[src/rtl/sub_pkg.sv]
// Shared definitions for the bit-serial subtractor.
//   WIDTH_DEF : default operand/result width
//   CNT_W     : bit-position counter width
//   state_t   : controller states
package sub_pkg;

    localparam int WIDTH_DEF = 8;
    localparam int CNT_W     = 3;

    typedef enum logic [1:0] {
        IDLE  = 2'd0,
        SHIFT = 2'd1,
        DONE  = 2'd2
    } state_t;

endpackage

[src/rtl/full_subtractor_1bit.sv]
// One-bit full subtractor cell: computes x - y - bin.
//   x, y  : operand bits
//   bin   : borrow in
//   diff  : difference bit
//   bout  : borrow out
module full_subtractor_1bit (
    input  logic x,
    input  logic y,
    input  logic bin,
    output logic diff,
    output logic bout
);

    assign diff = x ^ y ^ bin;
    // Borrow when y > x outright, or when x == y and a borrow is pending.
    assign bout = (~x & y) | (~(x ^ y) & bin);

endmodule

[src/rtl/serial_subtractor_8bit.sv]
// Bit-serial subtractor d = a - b, LSB first, one bit per clock, using a
// single full-subtractor cell. start is sampled in IDLE only; results and
// flags update together with a one-cycle done pulse and then hold.
//   clk, rst_n : clock, async active-low reset
//   start      : launch request (ignored while busy)
//   a, b       : minuend / subtrahend, captured on the start edge
//   d          : difference mod 2^WIDTH
//   bout       : unsigned borrow (a < b)
//   ovf        : two's-complement overflow
//   zero       : d == 0
//   busy       : operation in progress
//   done       : one-cycle pulse when outputs update
module serial_subtractor_8bit
    import sub_pkg::*;
#(
    parameter int WIDTH = WIDTH_DEF
) (
    input  logic             clk,
    input  logic             rst_n,
    input  logic             start,
    input  logic [WIDTH-1:0] a,
    input  logic [WIDTH-1:0] b,
    output logic [WIDTH-1:0] d,
    output logic             bout,
    output logic             ovf,
    output logic             zero,
    output logic             busy,
    output logic             done
);

    localparam logic [CNT_W-1:0] LAST = CNT_W'(WIDTH - 1);

    state_t           state;
    logic [CNT_W-1:0] cnt;
    logic [WIDTH-1:0] a_sr;
    logic [WIDTH-1:0] b_sr;
    logic [WIDTH-1:0] res_sr;
    logic             br;
    logic             fs_diff;
    logic             fs_bout;

    full_subtractor_1bit u_fs (
        .x    (a_sr[0]),
        .y    (b_sr[0]),
        .bin  (br),
        .diff (fs_diff),
        .bout (fs_bout)
    );

    assign busy = (state != IDLE);

    always_ff @(posedge clk or negedge rst_n) begin
        if (!rst_n) begin
            state  <= IDLE;
            cnt    <= '0;
            a_sr   <= '0;
            b_sr   <= '0;
            res_sr <= '0;
            br     <= 1'b0;
            d      <= '0;
            bout   <= 1'b0;
            ovf    <= 1'b0;
            zero   <= 1'b1;
            done   <= 1'b0;
        end else begin
            done <= 1'b0;
            case (state)
                IDLE: begin
                    if (start) begin
                        a_sr  <= a;
                        b_sr  <= b;
                        br    <= 1'b0;
                        cnt   <= '0;
                        state <= SHIFT;
                    end
                end
                SHIFT: begin
                    // Operands rotate rather than shift so that after WIDTH
                    // steps they are back in place and the sign bits are
                    // available for the overflow flag in DONE.
                    a_sr   <= {a_sr[0], a_sr[WIDTH-1:1]};
                    b_sr   <= {b_sr[0], b_sr[WIDTH-1:1]};
                    res_sr <= {fs_diff, res_sr[WIDTH-1:1]};
                    br     <= fs_bout;
                    cnt    <= cnt + 1'b1;
                    if (cnt == LAST) state <= DONE;
                end
                DONE: begin
                    d     <= res_sr;
                    bout  <= br;
                    ovf   <= (a_sr[WIDTH-1] ^ b_sr[WIDTH-1]) &
                             (res_sr[WIDTH-1] ^ a_sr[WIDTH-1]);
                    zero  <= (res_sr == '0);
                    done  <= 1'b1;
                    state <= IDLE;
                end
                default: state <= IDLE;
            endcase
        end
    end

endmodule

[config.mk]
export PLATFORM = sky130hd
export DESIGN_NAME = serial_subtractor_8bit
export DESIGN_NICKNAME = d
export VERILOG_FILES = /design/src/rtl/sub_pkg.sv /design/src/rtl/full_subtractor_1bit.sv /design/src/rtl/serial_subtractor_8bit.sv
export SDC_FILE = /design/constraint.sdc
export NUM_CORES = 1
export LEC_CHECK = 0
export BUFFER_PORTS_ARGS = -buffer_cell sky130_fd_sc_hd__buf_2
export CAP_MARGIN = 40
export CORE_UTILIZATION = 55
export DETAILED_ROUTE_END_ITERATION = 6
export GPL_TIMING_DRIVEN = 0
export PLACE_DENSITY = 0.78
export SLEW_MARGIN = 10
export SYNTH_ARGS = -nofsm -noshare
export SYNTH_HDL_FRONTEND = slang
export SYNTH_HIERARCHICAL = 1
export SYNTH_SLANG_ARGS = --single-unit
[constraint.sdc]
create_clock -name clk -period 1.4 [get_ports clk]
set_input_delay 0.14 -clock clk [delete_from_list [all_inputs] [get_ports clk]]
set_output_delay 0.14 -clock clk [all_outputs]
set_load 0.01 [all_outputs]
# Yosys cells after proc, flatten, opt, wreduce, memory -nomap -nowiden
# Index checks and enable logic that the tools add are counted.
# totals
in_bits	19
out_inout_bits	13
regBits	42
wordCells	45
# op_classes
n_bitwise	10
reduce_logical	6
eq_ne	5
n_addsub	1
mux	12
# op_table
op	n
8-bit case mux with 2 select lines	2
8-bit 2-to-1 mux	2
8-bit zero test	1
3-bit case mux with 2 select lines	1
2-bit 2-to-1 mux	2
2-bit != test, second input constant	2
2-bit case mux with 2 select lines	1
2-bit AND reduction	2
2-bit nonzero test	2
1-bit XOR	4
3-bit by 1-bit adder with 3-bit output, second input constant	1
1-bit bitwise AND	3
3-bit == test, second input constant	1
3-bit 2-to-1 mux	1
2-bit by 1-bit == test with 1-bit output, second input constant	1
2-bit == test, second input constant	1
2-bit zero test	1
1-bit 2-to-1 mux	2
1-bit inverter	2
1-bit case mux with 2 select lines	1
1-bit bitwise OR	1

# Longest topological paths before layout
# Gate-level depths: netlist (run 1).
# logic_depth
ltp_word	5
ltp_mapped	5
depth_no_buf	5

# By module
# Netlist (run 1), hierarchy kept.
# modules_own_cells
module	cells_per_inst	instances	seq_area_each_um2	area_each_um2
serial_subtractor_8bit	157	1	1052.3	1838.0
full_subtractor_1bit	4	1	0.0	31.3

# Least setup slack after synthesis (run 1)
# OpenSTA, ideal clock, no wires.
# synth_path
path_kind	register -> register
from	register b_sr[0]
to	register res_sr[7]
synth_period_minus_slack_ps	1238
t_required_ps	1275
stages_incl_launch_ff	4
setup_ps	125
path_buffers	0
arrival_ps	1114
setup_slack_ps	162
path_cell_list	dfrtp_1 > inv_1 > fa_1 > mux2_2
# synth_between
elab_chain_cells	2
# synth_lines
element	line_no	rtl
from (decl)	serial_subtractor_8bit.sv:36	logic [WIDTH-1:0] b_sr;
from (signal assigned)	serial_subtractor_8bit.sv:82	b_sr <= {b_sr[0], b_sr[WIDTH-1:1]};
1-bit XOR (2 in a row)	full_subtractor_1bit.sv:14	assign diff = x ^ y ^ bin;
named net fs_diff	serial_subtractor_8bit.sv:39	logic fs_diff;
to (signal assigned)	serial_subtractor_8bit.sv:83	res_sr <= {fs_diff, res_sr[WIDTH-1:1]};
to (decl)	serial_subtractor_8bit.sv:37	logic [WIDTH-1:0] res_sr;
# The timed path passes the listed nets, and every way through them passes these cells.
# A chain may end at the register's enable or synchronous reset.

# Worst setup path in the final report (run 1)
# layout_path
from	register state[1]
to	output port busy
# layout_between
elab_chain_cells	1
# layout_lines
element	line_no	rtl
from (decl)	serial_subtractor_8bit.sv:33	state_t state;
from (signal assigned)	serial_subtractor_8bit.sv:54	state <= IDLE;
from (signal assigned)	serial_subtractor_8bit.sv:74	state <= SHIFT;
from (signal assigned)	serial_subtractor_8bit.sv:86	if (cnt == LAST) state <= DONE;
2-bit nonzero test	serial_subtractor_8bit.sv:50	assign busy = (state != IDLE);
to (decl)	serial_subtractor_8bit.sv:27	output logic busy,
# Every way passes these cells.

==> reports/metrics.cfg, run 1 <==
[critical_path]
path_delay_family = flip-flops
required_ns = 1.26
r2r_slack_ns = 0.03
crit_buf_inv = 3
r2r_cells = 4
crit_chain = buf_6 > clkbuf_16 > or2_4 > buf_6
critPathLaunch = state[1]
cp_slowest_stage_delay_ns = 0.42
timing.rr.start = state[1]
path_class = register to output port
crit_path_end = busy
cp_slowest_cell = dfrtp_1
cp.depth = 4
crit_path_frequent_cell = buf_6
r2r-end = cnt[0]
cp-start-kind = register
worst-path-max-fanout = 3
cp.arrival_ns = 1.38
end_kind = output port

[logic_synthesis]
synth.area.top_cells = dfrtp_1 55%, mux2_2 9.0%, a22oi_1 6.0%
yosys_warnings = 6
syn_area_um2 = 1870
synthCells = 161
synth_ff_type = dfrtp_1
synthArstFlopShare_pct = 100
ys_ff_latch = 42
synth-edff-count = 0
synthesis.nets = 183
yosysUniqueCellTypes = 25
netlist.area_leader.share_pct = 54.9
ys_seq_area_share_pct = 56.3
yosysTopAreaCell = dfrtp_1
synth.avg_cell_area_um2 = 11.6

[timing]
rsz0062_at_grt = yes
clock_skew_ns = 0.0126
setup_ws_ns = -0.115
fin_crit_sh_pct = 108
worst_pin_slew_ns = 0.463
fmax_mhz = 660
period_minus_slack_ns = 1.52
max_slew_margin_pct = 69.1
final-max-slew-violation-count = 0
setup_tns_ns = -0.115
setup_viol = 1
hold_violations = 0

[clock_tree]
clockRootBuffer = clkbuf_4
clk_pin_slew_ns = 0.13
ctsLongestPathBuffers = 2
cts.sinks = 42
cts_tree = done
numCtsBuffers = 5
clkLatencyLatePin_ns = 0.36
htreeDepth = 2

[pwr]
ir_drop_uv = 1230
power_density_nw_per_um2 = 2050
p_leak_uw = 0.00114

[run_status]
violations = negative setup slack
status = finished with violations

[hold_path]
holdCritPathClass = input pin to register
hold_depth = 3

[drt]
viasPerCell = 5.64
wl_met2_um = 2150
routedWlPerCell_um = 16.0
wl_met3_um = 176
drt-met1-wl_um = 1690
antenna_left = 0
drtIter0Drc = 65
drtPass1Iterations = 4
wl_um = 4070
via_count = 1437
drc_errors = 0
top_layer = met4

[floorplanning]
fp.dieH_um = 60.3
start_util_pct = 59.8
ios = 32
chipWidth_um = 60.3
die-area_um2 = 3640
placementRows = 20
coreArea_um2 = 3130

[flow_run]
drv_cap = 0

[finish]
final_common_cell = dfrtp_1
layout_common_cells = 41 x dfrtp_1, 32 x buf_2, 15 x mux2_2, 15 x a21oi_1, 14 x a22oi_1
area_growth_pct = 25.8
final_net_count = 232
final_layout_size_suffix_gt1_share_pct = 39.3
utilization_pct = 75.2
antenna_cells = 0

[global_routing]
track_usage_pct = 25.5
grt_max_degree = 26
grt_pass1_wl_um = 6710
grt_pass1_vias = 1506
grt-ovfl-total = 0
antenna_found_initial = 0

[placement]
hpwlAfterDp_um = 2670
port_buffers = 31
gp_congestion = 0.786

-- what timing repair did --
item	4_1_cts	5_1_grt
hold buffers	1	0
setup buffers	3	6
endpoints found under the setup margin	1	14
resized for setup	14	16
endpoints found under the hold margin	17	0
-- how the worst min path moves through the flow --
| stage | from | end | slack (ns) |
|---|---|---|---|
| after CTS | b[7] | b_sr[7] | 0.07 |
| after detailed placement | rst_n | d[1] | 0.12 |
| after floorplan | rst_n | a_sr[0] | -0.16 |
| after global placement | rst_n | d[2] | 0.30 |
| after global routing | a[4] | a_sr[4] | 0.06 |
| final | a[4] | a_sr[4] | 0.04 |
-- per-stage QoR --
stage / worst slack, ns / area, um2 / hold slack, ns / instances / power (uW)
2_1_floorplan: 0.162 / 1870 / -0.156 / 161 / 3200
3_3_place_gp: -0.00172 / 2080 / 0.299 / 236 / 3590
3_5_place_dp: -0.0117 / 2110 / 0.116 / 237 / 3760
4_1_cts: -0.112 / 2260 / 0.0682 / 249 / 4560
5_1_grt: -0.154 / 2350 / 0.0642 / 255 / 5170
6_report: -0.115 / 2350 / 0.0419 / 255 / 4820
-- Yosys cell counts, types with 3 or more instances --
cell type	count
mux2_2	15
inv_1	5
a22oi_1	15
mux2_1	3
o21ai_0	17
a21oi_1	15
a22o_1	3
buf_2	5
dfrtp_1	41
nand2_1	7
nor2b_1	15
-- power by group --
| group | internal, uW | switching, uW | total (uW) |
|---|---|---|---|
| registers | 1720 | 413 | 2130 |
| logic | 1160 | 886 | 2050 |
| clock network | 242 | 400 | 642 |
| total | 3130 | 1700 | 4820 |
-- layer usage --
| metal | GRT usage [%] | vias to the layer above |
|---|---|---|
| met3 | 4.76 | 6 |
| met5 | 0 | - |
| li1 | - | 670 |
| met2 | 42.4 | 35 |
| met1 | 32.2 | 726 |
| met4 | 12.0 | 0 |
-- area by class of cell --
cell class / count / area [um2]
inverters: 5 / 18.8
fillers: 213 / 777
flip-flops and latches: 42 / 1050
clock inverters: 2 / 12.5
plain buffers: 10 / 111
repair buffers: 42 / 279
clock buffers: 6 / 51.3
well taps: 44 / 55.1
multi-input cells: 104 / 771
-- tightest hold or removal path: cells and delay by family --
kind | cells | cell delay, ns
buffers and inverters | 1 | 0.08
AO/OA/AOI/OAI | 2 | 0.16
-- sequential cells by signal, summed over array words and instances, names as in the netlist --
register,cells
a_sr,8
done,1
zero,1
state,2
cnt,3
d,8
ovf,1
br,1
res_sr,8
bout,1
b_sr,8
-- kinds of logic after synthesis --
logic type | after synthesis | synth area share [%]
multiplexers | 18 | 10.8
adder cells (fa/ha/maj) | 3 | 2.41
AO/OA/AOI/OAI | 52 | 16.9
flip-flops | 42 | 56.3
AND/OR/NAND/NOR | 31 | 9.44
buffers and inverters | 15 | 4.15
(Power assumes the default switching activity.)
==> run 2: changes to the inputs <==
--- a/config.mk
+++ b/config.mk
@@ -7,10 +7,10 @@
 export LEC_CHECK = 0
 export BUFFER_PORTS_ARGS = -buffer_cell sky130_fd_sc_hd__buf_2
 export CAP_MARGIN = 40
-export CORE_UTILIZATION = 55
+export CORE_UTILIZATION = 59
 export DETAILED_ROUTE_END_ITERATION = 6
 export GPL_TIMING_DRIVEN = 0
-export PLACE_DENSITY = 0.78
+export PLACE_DENSITY = 0.83
 export SLEW_MARGIN = 10
 export SYNTH_ARGS = -nofsm -noshare
 export SYNTH_HDL_FRONTEND = slang
==> constraint.sdc (replaced) <==
create_clock -name clk -period 1.9 [get_ports clk]
set_input_delay 0.095 -clock clk [delete_from_list [all_inputs] [get_ports clk]]
set_output_delay 0.095 -clock clk [all_outputs]
set_load 0.01 [all_outputs]
==> run 2 against run 1 <==
Against the previous run: the flow now finishes without violations; register-to-register slack improved by 0.52 ns; wire length fell by 11%; hold slack worse by 0.020 ns; sequential cell count stayed put; via count shrank 3.6%; combinational power decreased by 43%; cell area fell by 6.2%; first-iteration DRC count grew 34%; sequential share of layout area is 3.0 points higher; critical path depth did not move; worst setup slack improved by 0.26 ns; global-route usage decreased by 1.9 points.
==> reports/metrics.cfg, run 2 (synthesis gave the netlist of run 1 again) <==
[hold_path]
holdCritPathClass = input pin to register

[finish]
antenna_cells = 0
fin_cells = 247
multi_input_area_um2 = 739
nFillCells = 217
area_growth_pct = 17.9
final-seq-area_um2 = 1050
utilization_pct = 72.8
design_area_um2 = 2200
final_common_cell = dfrtp_1
final_layout_size_suffix_gt1_share_pct = 32.5
final_net_count = 224
layout_common_cells = 41 x dfrtp_1, 36 x buf_2, 17 x o21ai_0

[pwr]
power_density_nw_per_um2 = 1490
p_leak_uw = 0.00106
ir_drop_uv = 791

[critical_path]
path_class = register to output port
required_ns = 1.80
r2r_cells = 4
end_kind = output port
r2r-end = res_sr[3]
cp-start-kind = register
cp.arrival_ns = 1.66
r2r_slack_ns = 0.55
crit_path_end = busy
timing.rr.start = state[0]
critPathLaunch = state[1]
worst-path-max-fanout = 10

[timing]
max_slew_margin_pct = 68.7
fin_crit_sh_pct = 92.3
final-max-slew-violation-count = 0
period_minus_slack_ns = 1.75
setup_ws_ns = 0.146
rsz0062_at_grt = no
setup_tns_ns = 0
hold_violations = 0
clock_skew_ns = 0.0115
worst_pin_slew_ns = 0.470
fmax_mhz = 570
setup_viol = 0

[placement]
place_ws_ns = 0.556
gp_congestion = 0.821
dp_cells = 237
port_buffers = 31
hpwlAfterDp_um = 2540
placed_cell_area_um2 = 2110

[clock_tree]
clockRootBuffer = clkbuf_4
clkLatencyLatePin_ns = 0.36
numCtsBuffers = 5
cts_tree = done
clk_pin_slew_ns = 0.13
ctsLongestPathBuffers = 2
cts.sinks = 42
htreeDepth = 2

[drt]
drtPass1Iterations = 5
wl_um = 3610
viasPerCell = 5.61
drc_errors = 0
via_count = 1385
routedWlPerCell_um = 14.6
drtIter0Drc = 87
antenna_left = 0

[floorplanning]
ios = 32
chipWidth_um = 58.3
start_util_pct = 61.7
die-area_um2 = 3400
coreArea_um2 = 3030
placementRows = 20
fp.dieH_um = 58.3

[global_routing]
grt_pass1_vias = 1310
grt_pass1_wl_um = 5920
track_usage_pct = 23.6
grt_max_degree = 25
grt-ovfl-total = 0
antenna_found_initial = 0

[flow_run]
drv_cap = 0

[run_status]
status = completed

## run 2: cell count changes in the layout (fill, tap and decap cells not counted), sizes merged
cell         previous run  this run
bufinv                  0         1
dlygate4sd3             1         2
buf                    49        40
clkbuf                  8         7
clkinvlp                1         0
clkinv                  1         2
## run 2: worst max-delay path, cell delays in order (launching register included)
cell and delay [ns]:
dfrtp_1 0.42, buf_2 0.20, clkbuf_1 0.24, or2_2 0.32, buf_2 0.14
## run 2: stage by stage
step	hold WS, ns	total power (uW)
global route	0.0287	3520
floorplan	-0.201	2360
detailed placement	0.0725	2750
finish	0.0221	3290
CTS	0.0112	3320
global placement	0.250	2640
## run 2: worst min path at each step
stage,from,end,slack (ns),cells after the start
6_report,a[1],a_sr[1],0.02,3
2_1_floorplan,rst_n,a_sr[0],-0.20,0
5_1_grt,a[3],a_sr[3],0.03,3
4_1_cts,a[1],a_sr[1],0.01,3
3_3_place_gp,rst_n,d[2],0.25,1
3_5_place_dp,rst_n,d[2],0.07,1
## run 2: repair_timing
item,4_1_cts,5_1_grt
hold buffers,2,0
setup buffers,0,0
gates resized for setup,0,0
endpoints found under the hold margin,19,0
endpoints found under the setup margin,0,0
## run 2: layout make-up
class | instances | share of cell area, %
timing repair buffer | 34 | 9.19
multi-input combinational | 104 | 33.5
clock inverter | 3 | 1.82
buffer | 10 | 2.67
inverter | 5 | 0.851
clock buffer | 5 | 1.70
tap | 44 | 2.50
sequential | 42 | 47.7
## run 2: metal layers
metal	GRT usage [%]	wire, um
met5	0	0
met1	30.8	1630
met3	7.37	135
met4	6.12	33
met2	38.6	1820
## run 2: where the power goes
part / internal, uW / total [uW] / switching, uW
clock network: 273 / 561 / 289
registers: 1270 / 1560 / 292
logic: 609 / 1170 / 565
